===== config.mk =====
export PLATFORM = sky130hd
export DESIGN_NAME = extend_arbiter
export DESIGN_NICKNAME = d
export VERILOG_FILES = /design/src/rtl/extend_pkg.sv /design/src/rtl/extend_core.sv /design/src/rtl/extend_arbiter.sv
export SDC_FILE = /design/constraint.sdc
export NUM_CORES = 1
export LEC_CHECK = 0
export ABC_CLOCK_PERIOD_IN_PS = 1800
export BUFFER_PORTS_ARGS = -buffer_cell sky130_fd_sc_hd__buf_2
export CAP_MARGIN = 20
export CORE_MARGIN = 5
export CORE_UTILIZATION = 46
export CTS_BUF_LIST = sky130_fd_sc_hd__clkbuf_16
export DETAILED_ROUTE_END_ITERATION = 6
export PLACE_DENSITY_LB_ADDON = 0.12
export RECOVER_POWER = 25
export SETUP_SLACK_MARGIN = 0.15
export SLEW_MARGIN = 10
export SYNTH_ARGS = -nofsm -noshare
export SYNTH_HDL_FRONTEND = slang
export SYNTH_SLANG_ARGS = --single-unit
export TNS_END_PERCENT = 100

===== constraint.sdc =====
create_clock -name clk -period 1.8 [get_ports clk]
set_input_delay 0.54 -clock clk [delete_from_list [all_inputs] [get_ports clk]]
set_output_delay 0.54 -clock clk [all_outputs]
set_load 0.03 [all_outputs]

===== src/rtl/extend_pkg.sv =====
// Shared encodings for the immediate-extension arbiter: extend modes,
// output-stage state encodings and the selected-request bundle.
package extend_pkg;

  // Extend mode encodings carried on reqN_mode
  localparam logic [1:0] MODE_SIGN   = 2'b00;
  localparam logic [1:0] MODE_ZERO   = 2'b01;
  localparam logic [1:0] MODE_UPPER  = 2'b10;
  localparam logic [1:0] MODE_BRANCH = 2'b11;

  // Output-stage state: EMPTY has no result, FULL presents out_data
  localparam logic [0:0] ST_EMPTY = 1'b0;
  localparam logic [0:0] ST_FULL  = 1'b1;

  // Requester index used for out_src and the round-robin pointer
  localparam logic REQ_0 = 1'b0;
  localparam logic REQ_1 = 1'b1;

  // Immediate plus mode as presented to the extension core
  typedef struct packed {
    logic [15:0] data;
    logic [1:0]  mode;
  } ext_req_t;

endpackage


===== src/rtl/extend_core.sv =====
// Combinational immediate extension: 16-bit immediate plus mode in,
// 32-bit extended value out.
module extend_core
  import extend_pkg::*;
(
  input  logic [15:0] i_data,
  input  logic [1:0]  i_mode,
  output logic [31:0] o_data
);

  // Select the extension form for the requested mode
  always_comb begin
    o_data = 32'h0000_0000;
    case (i_mode)
      MODE_SIGN:   o_data = {{16{i_data[15]}}, i_data};
      MODE_ZERO:   o_data = {16'h0000, i_data};
      MODE_UPPER:  o_data = {i_data, 16'h0000};
      MODE_BRANCH: o_data = {{14{i_data[15]}}, i_data, 2'b00};
      default:     o_data = 32'h0000_0000;
    endcase
  end

endmodule


===== src/rtl/extend_arbiter.sv =====
// Two-requester round-robin arbiter feeding a single immediate-extension
// core, with a one-entry registered output stage (ready/valid on both sides).
module extend_arbiter
  import extend_pkg::*;
(
  input  logic        clk,
  input  logic        reset,
  input  logic        req0_valid,
  input  logic [15:0] req0_data,
  input  logic [1:0]  req0_mode,
  output logic        req0_ready,
  input  logic        req1_valid,
  input  logic [15:0] req1_data,
  input  logic [1:0]  req1_mode,
  output logic        req1_ready,
  output logic        out_valid,
  input  logic        out_ready,
  output logic [31:0] out_data,
  output logic        out_src,
  output logic [7:0]  served0,
  output logic [7:0]  served1
);

  logic [0:0]  r_state;
  logic [0:0]  w_state_next;
  logic [31:0] r_out_data;
  logic        r_out_src;
  logic        r_last_grant;
  logic [7:0]  r_served0;
  logic [7:0]  r_served1;

  logic        w_can_load;
  logic        w_gnt0;
  logic        w_gnt1;
  logic        w_acc0;
  logic        w_acc1;
  logic        w_accept;
  logic        w_drain;
  ext_req_t    w_sel;
  logic [31:0] w_ext_data;

  // The stage can take a new result when empty or being drained this cycle
  assign w_can_load = (r_state == ST_EMPTY) || out_ready;

  // Round-robin grant: a lone requester wins, a tie goes to the one not served last
  always_comb begin
    w_gnt0 = 1'b0;
    w_gnt1 = 1'b0;
    if (req0_valid && req1_valid) begin
      w_gnt0 = (r_last_grant == REQ_1);
      w_gnt1 = (r_last_grant == REQ_0);
    end else begin
      w_gnt0 = req0_valid;
      w_gnt1 = req1_valid;
    end
  end

  assign req0_ready = w_gnt0 && w_can_load;
  assign req1_ready = w_gnt1 && w_can_load;
  assign w_acc0     = req0_ready && req0_valid;
  assign w_acc1     = req1_ready && req1_valid;
  assign w_accept   = w_acc0 || w_acc1;
  assign w_drain    = (r_state == ST_FULL) && out_ready;

  // Route the granted requester into the single extension core
  always_comb begin
    w_sel.data = req0_data;
    w_sel.mode = req0_mode;
    if (w_gnt1) begin
      w_sel.data = req1_data;
      w_sel.mode = req1_mode;
    end
  end

  extend_core u_extend_core (
    .i_data (w_sel.data),
    .i_mode (w_sel.mode),
    .o_data (w_ext_data)
  );

  // Output-stage state transitions: accept fills, drain without accept empties
  always_comb begin
    w_state_next = r_state;
    case (r_state)
      ST_EMPTY: if (w_accept) w_state_next = ST_FULL;
      ST_FULL:  if (w_drain && !w_accept) w_state_next = ST_EMPTY;
      default:  w_state_next = ST_EMPTY;
    endcase
  end

  // State register; reset discards any held result
  always_ff @(posedge clk or posedge reset) begin
    if (reset) begin
      r_state <= ST_EMPTY;
    end else begin
      r_state <= w_state_next;
    end
  end

  // Result and source capture on the accepting edge; held otherwise
  always_ff @(posedge clk or posedge reset) begin
    if (reset) begin
      r_out_data <= 32'h0000_0000;
      r_out_src  <= REQ_0;
    end else if (w_accept) begin
      r_out_data <= w_ext_data;
      r_out_src  <= w_acc1 ? REQ_1 : REQ_0;
    end
  end

  // Round-robin pointer moves only on an accepted transfer; starts at 1 so req0 wins the first tie
  always_ff @(posedge clk or posedge reset) begin
    if (reset) begin
      r_last_grant <= REQ_1;
    end else if (w_accept) begin
      r_last_grant <= w_acc1 ? REQ_1 : REQ_0;
    end
  end

  // Per-requester accepted-transfer counters, wrapping at 8 bits
  always_ff @(posedge clk or posedge reset) begin
    if (reset) begin
      r_served0 <= 8'd0;
      r_served1 <= 8'd0;
    end else begin
      if (w_acc0) r_served0 <= r_served0 + 8'd1;
      if (w_acc1) r_served1 <= r_served1 + 8'd1;
    end
  end

  assign out_valid = (r_state == ST_FULL);
  assign out_data  = r_out_data;
  assign out_src   = r_out_src;
  assign served0   = r_served0;
  assign served1   = r_served1;

endmodule


==> impl_metrics.csv, run 1 <==
group,metric,value,unit
status,status,"completed",
power,seq_power_share,0.371,
detailed_routing,postRouteWirelength,8420,um
place,dp_hpwl,5720,um
setup_path,crit_path_start,"out_valid",
logic_synthesis,yosysWarningCount,0,
hold_path,min_path_cells,1,
setup_path,timing.rr.start,"r_last_grant",
timing,tightest_slew,1140,ps
setup_path,end_kind,"output pin",
logic_synthesis,ys_types,39,
place,dpl_cell_area,0.00352,sq mm
setup_path,path_buf_inv,1,
power,irDropWorstVdd,0.000972,V
place,numPlacedInstances,458,
floorplanning,io_pins,93,
detailed_routing,drt-initial-drc-count,209,
timing,fin_crit,1760,ps
final_layout,layout_common_cells,"91 x buf_2, 49 x dfrtp_1, 26 x nor2_1",
setup_path,reg2reg_depth,6,
floorplanning,rows,28,
timing,slew_headroom,0.243,
clock_network,clk_pin_slew_worst_paths,70,ps
setup_path,worstPathCellList,"nor2b_4 > nor3_4 > buf_6",
setup_path,path_class,"flip-flop to output pin",
detailed_routing,drtPass1Iterations,4,
hold_path,holdCritPathClass,"flip-flop to flip-flop",
floorplanning,initial_core_util,0.474,
timing,hold_viol_final,0,
power,combPwrFrac,0.391,
final_layout,nets,440,
detailed_routing,via_per_inst,5.74,
setup_path,worstPathRequired,1260,ps
clock_network,cts_max_path_buffers,2,
floorplanning,die-area,0.00776,sq mm
logic_synthesis,syn_nets,333,
logic_synthesis,synth_top_cell_area_share,0.446,
final_layout,syn_to_final_growth,40.3,%
timing,clock.fmax,567,MHz
logic_synthesis,syn_avg_cell_area,9.67,sq um
detailed_routing,vias,2715,
logic_synthesis,synthFlopType,"dfrtp_1",
power,power.density,1130,mW/mm^2
setup_path,cpMaxStageDelayCell,"dfrtp_2",
grt,grt.overflow.total,0,
setup_path,crit_path_start_kind,"flip-flop",
floorplanning,fp.dieW,88.1,um
place,gp_congestion,0.875,
floorplanning,fp.coreArea,0.00592,sq mm
grt,grt_start_max_net_pins,52,
clock_network,cts-root-buf,"clkbuf_16",
final_layout,finalNonFillerCells,473,
clock_network,cts_hold_buf,0,
grt,grt_pass1_vias,2637,
logic_synthesis,synthArstFlopShare,1.00,
timing,period_share,0.979,
detailed_routing,drc,0,
clock_network,htree_levels,2,
clock_network,clkSinkCount,51,
setup_path,slowest_delay,420,ps
clock_network,clk_latency,290,ps
logic_synthesis,synth_edf_count,0,
power,power.internal,2.70,mW
grt,grt_pass1_wl,13100,um
detailed_routing,postRouteAntennaNets,0,
power,totalPowerFinal,4.46,mW
logic_synthesis,synth-seq-cells,51,
final_layout,diodes,0,
grt,antenna_found_initial,0,
logic_synthesis,seq_area_frac_synth,0.456,
run,cap_violations,0,
final_layout,layout_commonest_cell,"buf_2",
timing,fin_skew,3.72,ps
power,swShare,0.393,
detailed_routing,avgRoutedWirePerCell,17.8,um
clock_network,cts_tree,"yes",
logic_synthesis,syn_area,0.00280,sq mm
final_layout,drive_above_1_share,0.422,
timing,setup_ws,37.7,ps
logic_synthesis,synth_top_cell_by_area,"dfrtp_1",
setup_path,cpLargestDelayFamily,"flip-flops",
logic_synthesis,yosys-top-cells-area,"dfrtp_1 45%, mux2i_1 4.6%, nor3_1 3.9%",
grt,track_usage,0.216,
setup_path,path_depth,3,
power,p_leak,1.80,nW
setup_path,crit_arrival,1220,ps
timing,rsz0062_at_grt,"yes",
logic_synthesis,netlist_instances,290,
place,place_ws,-4.68,ps
power,power_frac_clock,0.238,
hold_path,hp-start,"served1[7]",
timing,final-setup-viol-count,0,
final_layout,fillCellCount,478,
place,io_buffers,92,
final_layout,post-route-cell-area,0.00393,sq mm
setup_path,cp_max_fo,5,
final_layout,fin_util,0.664,
clock_network,cts_inserted_buffers,5,
power,switchingPower,1.75,mW
timing,slew_viol_final,0,
floorplanning,die_h,88.1,um
## layout make-up
| class | count | area (sq um) | share of cell area |
|---|---|---|---|
| flip-flops and latches | 51 | 1280 | 0.325 |
| inverters | 5 | 20.0 | 0.00509 |
| multi-input cells | 214 | 1610 | 0.409 |
| clock inverters | 3 | 38.8 | 0.00986 |
| repair buffers | 120 | 767 | 0.195 |
| clock buffers | 5 | 125 | 0.0318 |
| well taps | 75 | 93.8 | 0.0239 |
## cell usage after synthesis, types with 7 or more instances
library cell / n
o22ai_1: 12
nand4_1: 7
xnor2_1: 11
nand2_1: 18
dfrtp_1: 50
nor3b_1: 13
a22o_1: 11
nor2_1: 27
a311oi_1: 12
nand3_1: 16
mux2i_1: 13
buf_2: 10
clkbuf_1: 9
nor3_1: 22
## power groups by stage
| stage | Clock (mW) | Combinational, mW | Sequential [mW] |
|---|---|---|---|
| floorplan | 0 | 0.568 | 2.15 |
| global placement | 0 | 1.61 | 1.66 |
| detailed placement | 0 | 1.63 | 1.67 |
| CTS | 1.07 | 1.65 | 1.65 |
| global route | 1.12 | 1.86 | 1.69 |
| finish | 1.06 | 1.74 | 1.65 |
## sequential cells by signal, indices dropped and copies added (netlist names)
name          flops
out_valid         1
served1           8
out_data         32
out_src           1
r_last_grant      1
served0           8
## what timing repair did
action,CTS,global route
gates cloned,0,3
resized for setup,4,39
pin swaps,1,9
setup buffers,2,2
endpoints found under the hold margin,0,0
endpoints found under the setup margin,2,28
## logic make-up after synthesis
logic type | synth area share
buffers and inverters | 0.0419
adder cells (fa/ha/maj) | 0.00892
flip-flops | 0.456
AO/OA/AOI/OAI | 0.166
AND/OR/NAND/NOR | 0.220
multiplexers | 0.0638
XOR/XNOR | 0.0437
## routing by layer
metal	global-route usage	wire, um
met4	0.0618	153
met2	0.340	4030
met5	0	0
met3	0.0499	630
met1	0.301	3620
## worst paths after layout
kind,to,slack [ps]
setup / recovery,req0_ready,40
hold / removal,served1[7],470
setup reg to reg,out_data[27],180
hold reg to reg,served1[7],470
max in group asynchronous,out_valid,400
min in group asynchronous,served0[2],650
## metrics by stage
stage               setup TNS (ps)  hold WS (ps)
global route                 -17.7           497
CTS                              0           331
finish                           0           470
global placement                 0           455
detailed placement           -4.68           459
floorplan                        0           473
Power figures use the tool's default switching activity.
==> inputs of run 2 (changes only) <==
--- a/config.mk
+++ b/config.mk
@@ -9,7 +9,7 @@
 export BUFFER_PORTS_ARGS = -buffer_cell sky130_fd_sc_hd__buf_2
 export CAP_MARGIN = 20
 export CORE_MARGIN = 5
-export CORE_UTILIZATION = 46
+export CORE_UTILIZATION = 25
 export CTS_BUF_LIST = sky130_fd_sc_hd__clkbuf_16
 export DETAILED_ROUTE_END_ITERATION = 6
 export PLACE_DENSITY_LB_ADDON = 0.12
==> run 2 against run 1 <==
Net effect:
- sequential share of layout area shrank 3.1 points
- clock power decreased by 12%
- cell area up 10%
- wire length up 22%
- register-to-register slack got worse by 100 ps
- largest cell class unchanged
==> impl_metrics.csv, run 2 (synthesis results as in run 1) <==
group,metric,value,unit
timing,fin_crit,1770,ps
hold_path,holdCritPathClass,"flip-flop to flip-flop",
clock_network,cts_max_path_buffers,2,
power,combPwrFrac,0.427,
timing,slew_viol_final,0,
setup_path,crit_arrival,1230,ps
hold_path,min_path_cells,1,
setup_path,worstPathRequired,1260,ps
final_layout,largest_register_ffs,32,
place,place_ws,-107,ps
detailed_routing,vias,2757,
place,dpl_cell_area,0.00361,sq mm
grt,grt_pass1_wl,14600,um
grt,use_met2,0.214,
setup_path,cp_max_fo,4,
timing,clock.fmax,564,MHz
power,totalPowerFinal,4.50,mW
floorplanning,initial_core_util,0.256,
floorplanning,fp.dieW,116,um
detailed_routing,via_per_inst,5.00,
detailed_routing,postRouteWirelength,10300,um
timing,fin_tns_setup,0,ps
floorplanning,io_pins,93,
power,swShare,0.412,
timing,slew_headroom,0.198,
timing,period_share,0.985,
setup_path,reg2reg_slack,80,ps
clock_network,htree_levels,2,
grt,grt_busiest_layer,"met2",
power,seq_power_share,0.366,
clock_network,clk_latency,290,ps
timing,fin_skew,7.82,ps
grt,grt_start_max_net_pins,52,
run,cap_violations,0,
detailed_routing,avgRoutedWirePerCell,18.7,um
detailed_routing,drtPass1Iterations,4,
floorplanning,die_h,116,um
detailed_routing,drt-initial-drc-count,138,
clock_network,cts_inserted_buffers,5,
final_layout,layout_commonest_cell,"buf_2",
setup_path,worstPathCellList,"nor2b_1 > nor3_4 > buf_6",
power,power_frac_clock,0.208,
timing,final-setup-viol-count,0,
hold_path,whs_endpoint,"served0[7]",
clock_network,clkSinkCount,51,
setup_path,path_class,"flip-flop to output pin",
setup_path,cpMaxStageDelayCell,"dfstp_2",
setup_path,r2r_end,"out_data[12]",
setup_path,slowest_delay,560,ps
grt,track_usage,0.139,
grt,grt_pass1_vias,2650,
floorplanning,fp.coreArea,0.0109,sq mm
power,p_leak,1.92,nW
final_layout,finalNonFillerCells,551,
floorplanning,rows,38,
place,dp_hpwl,6930,um
place,gp_congestion,0.777,
grt,use_met3,0.0313,
clock_network,cts-root-buf,"clkbuf_16",
setup_path,crit_path_start_kind,"flip-flop",
detailed_routing,drc,0,
final_layout,diodes,0,
floorplanning,die-area,0.0134,sq mm
setup_path,timing.rr.start,"r_last_grant",
timing,hold_viol_final,0,
grt,grt.overflow.total,0,
power,switchingPower,1.85,mW
setup_path,reg2reg_depth,8,
clock_network,clk_pin_slew_worst_paths,70,ps
final_layout,drive_above_1_share,0.484,
clock_network,cts_hold_buf,0,
final_layout,fin_util,0.397,
final_layout,syn_to_final_growth,55.0,%
final_layout,layout_common_cells,"90 x buf_2, 49 x dfrtp_1, 22 x nor2_1, 22 x buf_4, 18 x nand2_1",
status,status,"completed",
detailed_routing,postRouteAntennaNets,0,
timing,hold_ws,467,ps
timing,setup_ws,26.6,ps
place,io_buffers,92,
grt,use_met1,0.199,
place,numPlacedInstances,526,
power,power.internal,2.65,mW
power,power.density,1030,mW/mm^2
power,irDropWorstVdd,0.000420,V
hold_path,hp-start,"served0[7]",
clock_network,cts_tree,"yes",
timing,tightest_slew,1200,ps
grt,antenna_found_initial,1,
timing,rsz0062_at_grt,"yes",
final_layout,post-route-cell-area,0.00435,sq mm
setup_path,end_kind,"output pin",
final_layout,nets,453,
[run 2: cell count changes in the layout (fill, tap and decap cells not counted), sizes merged]
cell | before | now
inv | 4 | 5
bufinv | 1 | 0
clkbuf | 6 | 9
buf | 119 | 129
[run 2: worst max-delay path, delay by kind of cell, from the launching register on]
family	cells	cell delay (ps)
buf+inv	1	160
flops	1	560
simple gates	2	220
[run 2: power groups by stage]
stage / clock network, mW / registers, mW / logic [mW]
2_1_floorplan: 0 / 2.15 / 0.568
3_3_place_gp: 0 / 1.67 / 1.66
3_5_place_dp: 0 / 1.67 / 1.66
4_1_cts: 0.962 / 1.65 / 1.68
5_1_grt: 0.992 / 1.70 / 2.06
6_report: 0.934 / 1.65 / 1.92
[run 2: area by class of cell]
| class | count | area (sq um) |
|---|---|---|
| timing repair buffer | 133 | 942 |
| multi-input combinational | 214 | 1790 |
| tap | 140 | 175 |
| inverter | 5 | 22.5 |
| clock buffer | 5 | 125 |
| sequential | 51 | 1280 |
| clock inverter | 3 | 11.3 |
| fill | 1119 | 6590 |
[run 2: worst max path at each step]
stage / startpoint / end / slack [ps] / cells past startpoint
6_report: r_last_grant / req0_ready / 30 / 3
5_1_grt: r_last_grant / req0_ready / -60 / 3
4_1_cts: r_last_grant / req0_ready / 7 / 3
3_5_place_dp: req0_valid / out_data[8] / -110 / 7
3_3_place_gp: req0_valid / out_data[8] / -100 / 7
2_1_floorplan: out_valid / req0_ready / 120 / 2
[run 2: timing repair]
action                     CTS  global route
pin swaps                    2            23
hold endpoints to repair     0             0
setup endpoints to repair    2            23
gates resized for setup      4            83
setup buffers                2             9
gates cloned                 0             6
[run 2: metal layers]
metal	wire, um	share of wire
met1	4790	0.46
met2	4860	0.47
met3	555	0.054
met4	94	0.0091
met5	11	0.0011
==> inputs of run 3 (changes only) <==
--- a/config.mk
+++ b/config.mk
@@ -12,6 +12,7 @@
 export CORE_UTILIZATION = 25
 export CTS_BUF_LIST = sky130_fd_sc_hd__clkbuf_16
 export DETAILED_ROUTE_END_ITERATION = 6
+export MAX_ROUTING_LAYER = met4
 export PLACE_DENSITY_LB_ADDON = 0.12
 export RECOVER_POWER = 25
 export SETUP_SLACK_MARGIN = 0.15
==> run 3 against run 2 <==
Net effect:
- global-route usage is 0.41 points higher
- power shrank 1.4%
- largest cell class unchanged
- critical path depth unchanged
- via count fell by 0.69%
- non-clock buffer count is 5 lower
- highest routed layer is now met4
- final cell count shrank 0.73%
- combinational power decreased by 3%
- critical endpoint unchanged
- critical path type unchanged
- register-to-register slack about the same
- fmax hardly changed
==> impl_metrics.csv, run 3 (synthesis results as in run 1) <==
group,metric,value,unit
setup_path,path_buf_inv,1,
timing,fin_tns_setup,0,ps
grt,grt_start_max_net_pins,52,
grt,track_usage,0.143,
floorplanning,fp.dieW,116,um
grt,antenna_found_initial,1,
clock_network,cts_max_path_buffers,2,
detailed_routing,drt-initial-drc-count,164,
detailed_routing,avgRoutedWirePerCell,18.7,um
setup_path,worstPathCellList,"nor2b_1 > nor3_4 > buf_6",
place,place_ws,-107,ps
clock_network,clk_latency,290,ps
timing,slew_headroom,0.195,
final_layout,syn_to_final_growth,50.9,%
floorplanning,rows,38,
timing,fin_crit,1770,ps
setup_path,end_kind,"output pin",
detailed_routing,vias,2738,
clock_network,htree_levels,2,
setup_path,slowest_delay,560,ps
setup_path,cp_max_fo,4,
setup_path,worstPathRequired,1260,ps
timing,setup_ws,26.0,ps
final_layout,largest_register_ffs,32,
final_layout,nets,448,
power,power.density,1050,mW/mm^2
detailed_routing,postRouteWirelength,10200,um
place,numPlacedInstances,526,
grt,grt_pass1_wl,14600,um
setup_path,crit_path_start_kind,"flip-flop",
final_layout,layout_commonest_cell,"buf_2",
final_layout,drive_above_1_share,0.461,
floorplanning,initial_core_util,0.256,
clock_network,cts_inserted_buffers,5,
floorplanning,die_h,116,um
setup_path,reg2reg_depth,7,
status,status,"completed",
setup_path,crit_arrival,1230,ps
power,totalPowerFinal,4.44,mW
clock_network,cts_tree,"yes",
setup_path,path_depth,3,
clock_network,cts-root-buf,"clkbuf_16",
detailed_routing,drtPass1Iterations,4,
place,dp_hpwl,6930,um
timing,hold_viol_final,0,
timing,clock.fmax,564,MHz
setup_path,path_class,"flip-flop to output pin",
run,cap_violations,0,
floorplanning,fp.coreArea,0.0109,sq mm
clock_network,clk_pin_slew_worst_paths,70,ps
power,irDropWorstVdd,0.000421,V
detailed_routing,via_per_inst,5.01,
timing,fin_skew,8.57,ps
grt,grt_pass1_vias,2659,
detailed_routing,drc,0,
detailed_routing,postRouteAntennaNets,0,
setup_path,cpMaxStageDelayCell,"dfstp_2",
clock_network,clkSinkCount,51,
timing,tightest_slew,1210,ps
final_layout,finalNonFillerCells,547,
floorplanning,io_pins,93,
power,p_leak,1.88,nW
timing,period_share,0.986,
hold_path,min_path_cells,1,
place,gp_congestion,0.788,
timing,final-setup-viol-count,0,
hold_path,holdCritPathClass,"flip-flop to flip-flop",
floorplanning,die-area,0.0134,sq mm
timing,slew_viol_final,0,
place,io_buffers,92,
grt,grt.overflow.total,0,
timing,rsz0062_at_grt,"yes",
setup_path,cpLargestDelayFamily,"flip-flops",
final_layout,layout_common_cells,"90 x buf_2, 49 x dfrtp_1, 23 x nor2_1",
[run 3: power by group]
part / total, mW / switching [mW] / internal (mW)
Clock: 0.928 / 0.425 / 0.502
Sequential: 1.65 / 0.236 / 1.41
Combinational: 1.86 / 1.17 / 0.695
Total: 4.44 / 1.83 / 2.61
[run 3: layer usage]
layer  wire, um  vias to the layer above  track usage
li1           -                     1312            -
met1       4860                     1351        0.201
met2       4780                       71        0.214
met3        497                        4       0.0272
met4         62                        0       0.0348
met5          0                        -            -
[run 3: repair_timing]
action,in CTS,in global routing
pin swaps,2,17
resized for setup,4,69
gates cloned,0,6
buffers inserted,2,4
hold buffers,0,0
endpoints found under the setup margin,2,23
[run 3: worst reg2reg max path: stages, from the launching register on]
cell	delay [ps]
dfstp_2	390
buf_4	140
a21boi_4	300
buf_6	210
clkbuf_16	160
nor3b_1	50
a311oi_1	230
o22ai_1	130
[run 3: stage by stage]
step	util	hold slack [ps]	cell area, sq um
finish	0.387	467	4230
CTS	0.345	330	3770
detailed placement	0.330	463	3610
global placement	0.330	459	3610
floorplan	-	473	2820
global route	0.387	494	4230
[run 3: layout make-up]
type	instances	area, sq um
diodes	1	2.50
clock buffers	5	125
clock inverters	3	11.3
fillers	1128	6700
inverters	5	22.5
multi-input cells	214	1730
flip-flops and latches	51	1280
well taps	140	175
repair buffers	128	888
[run 3: path summary, 6_finish.rpt]
path	endpoint	startpoint	slack, ps
max	req0_ready	r_last_grant	30
min	served0[7]	served0[7]	470
max reg2reg	out_data[8]	r_last_grant	80
min reg2reg	served0[7]	served0[7]	470
max in group asynchronous	out_valid	reset	330
min in group asynchronous	out_src	reset	670
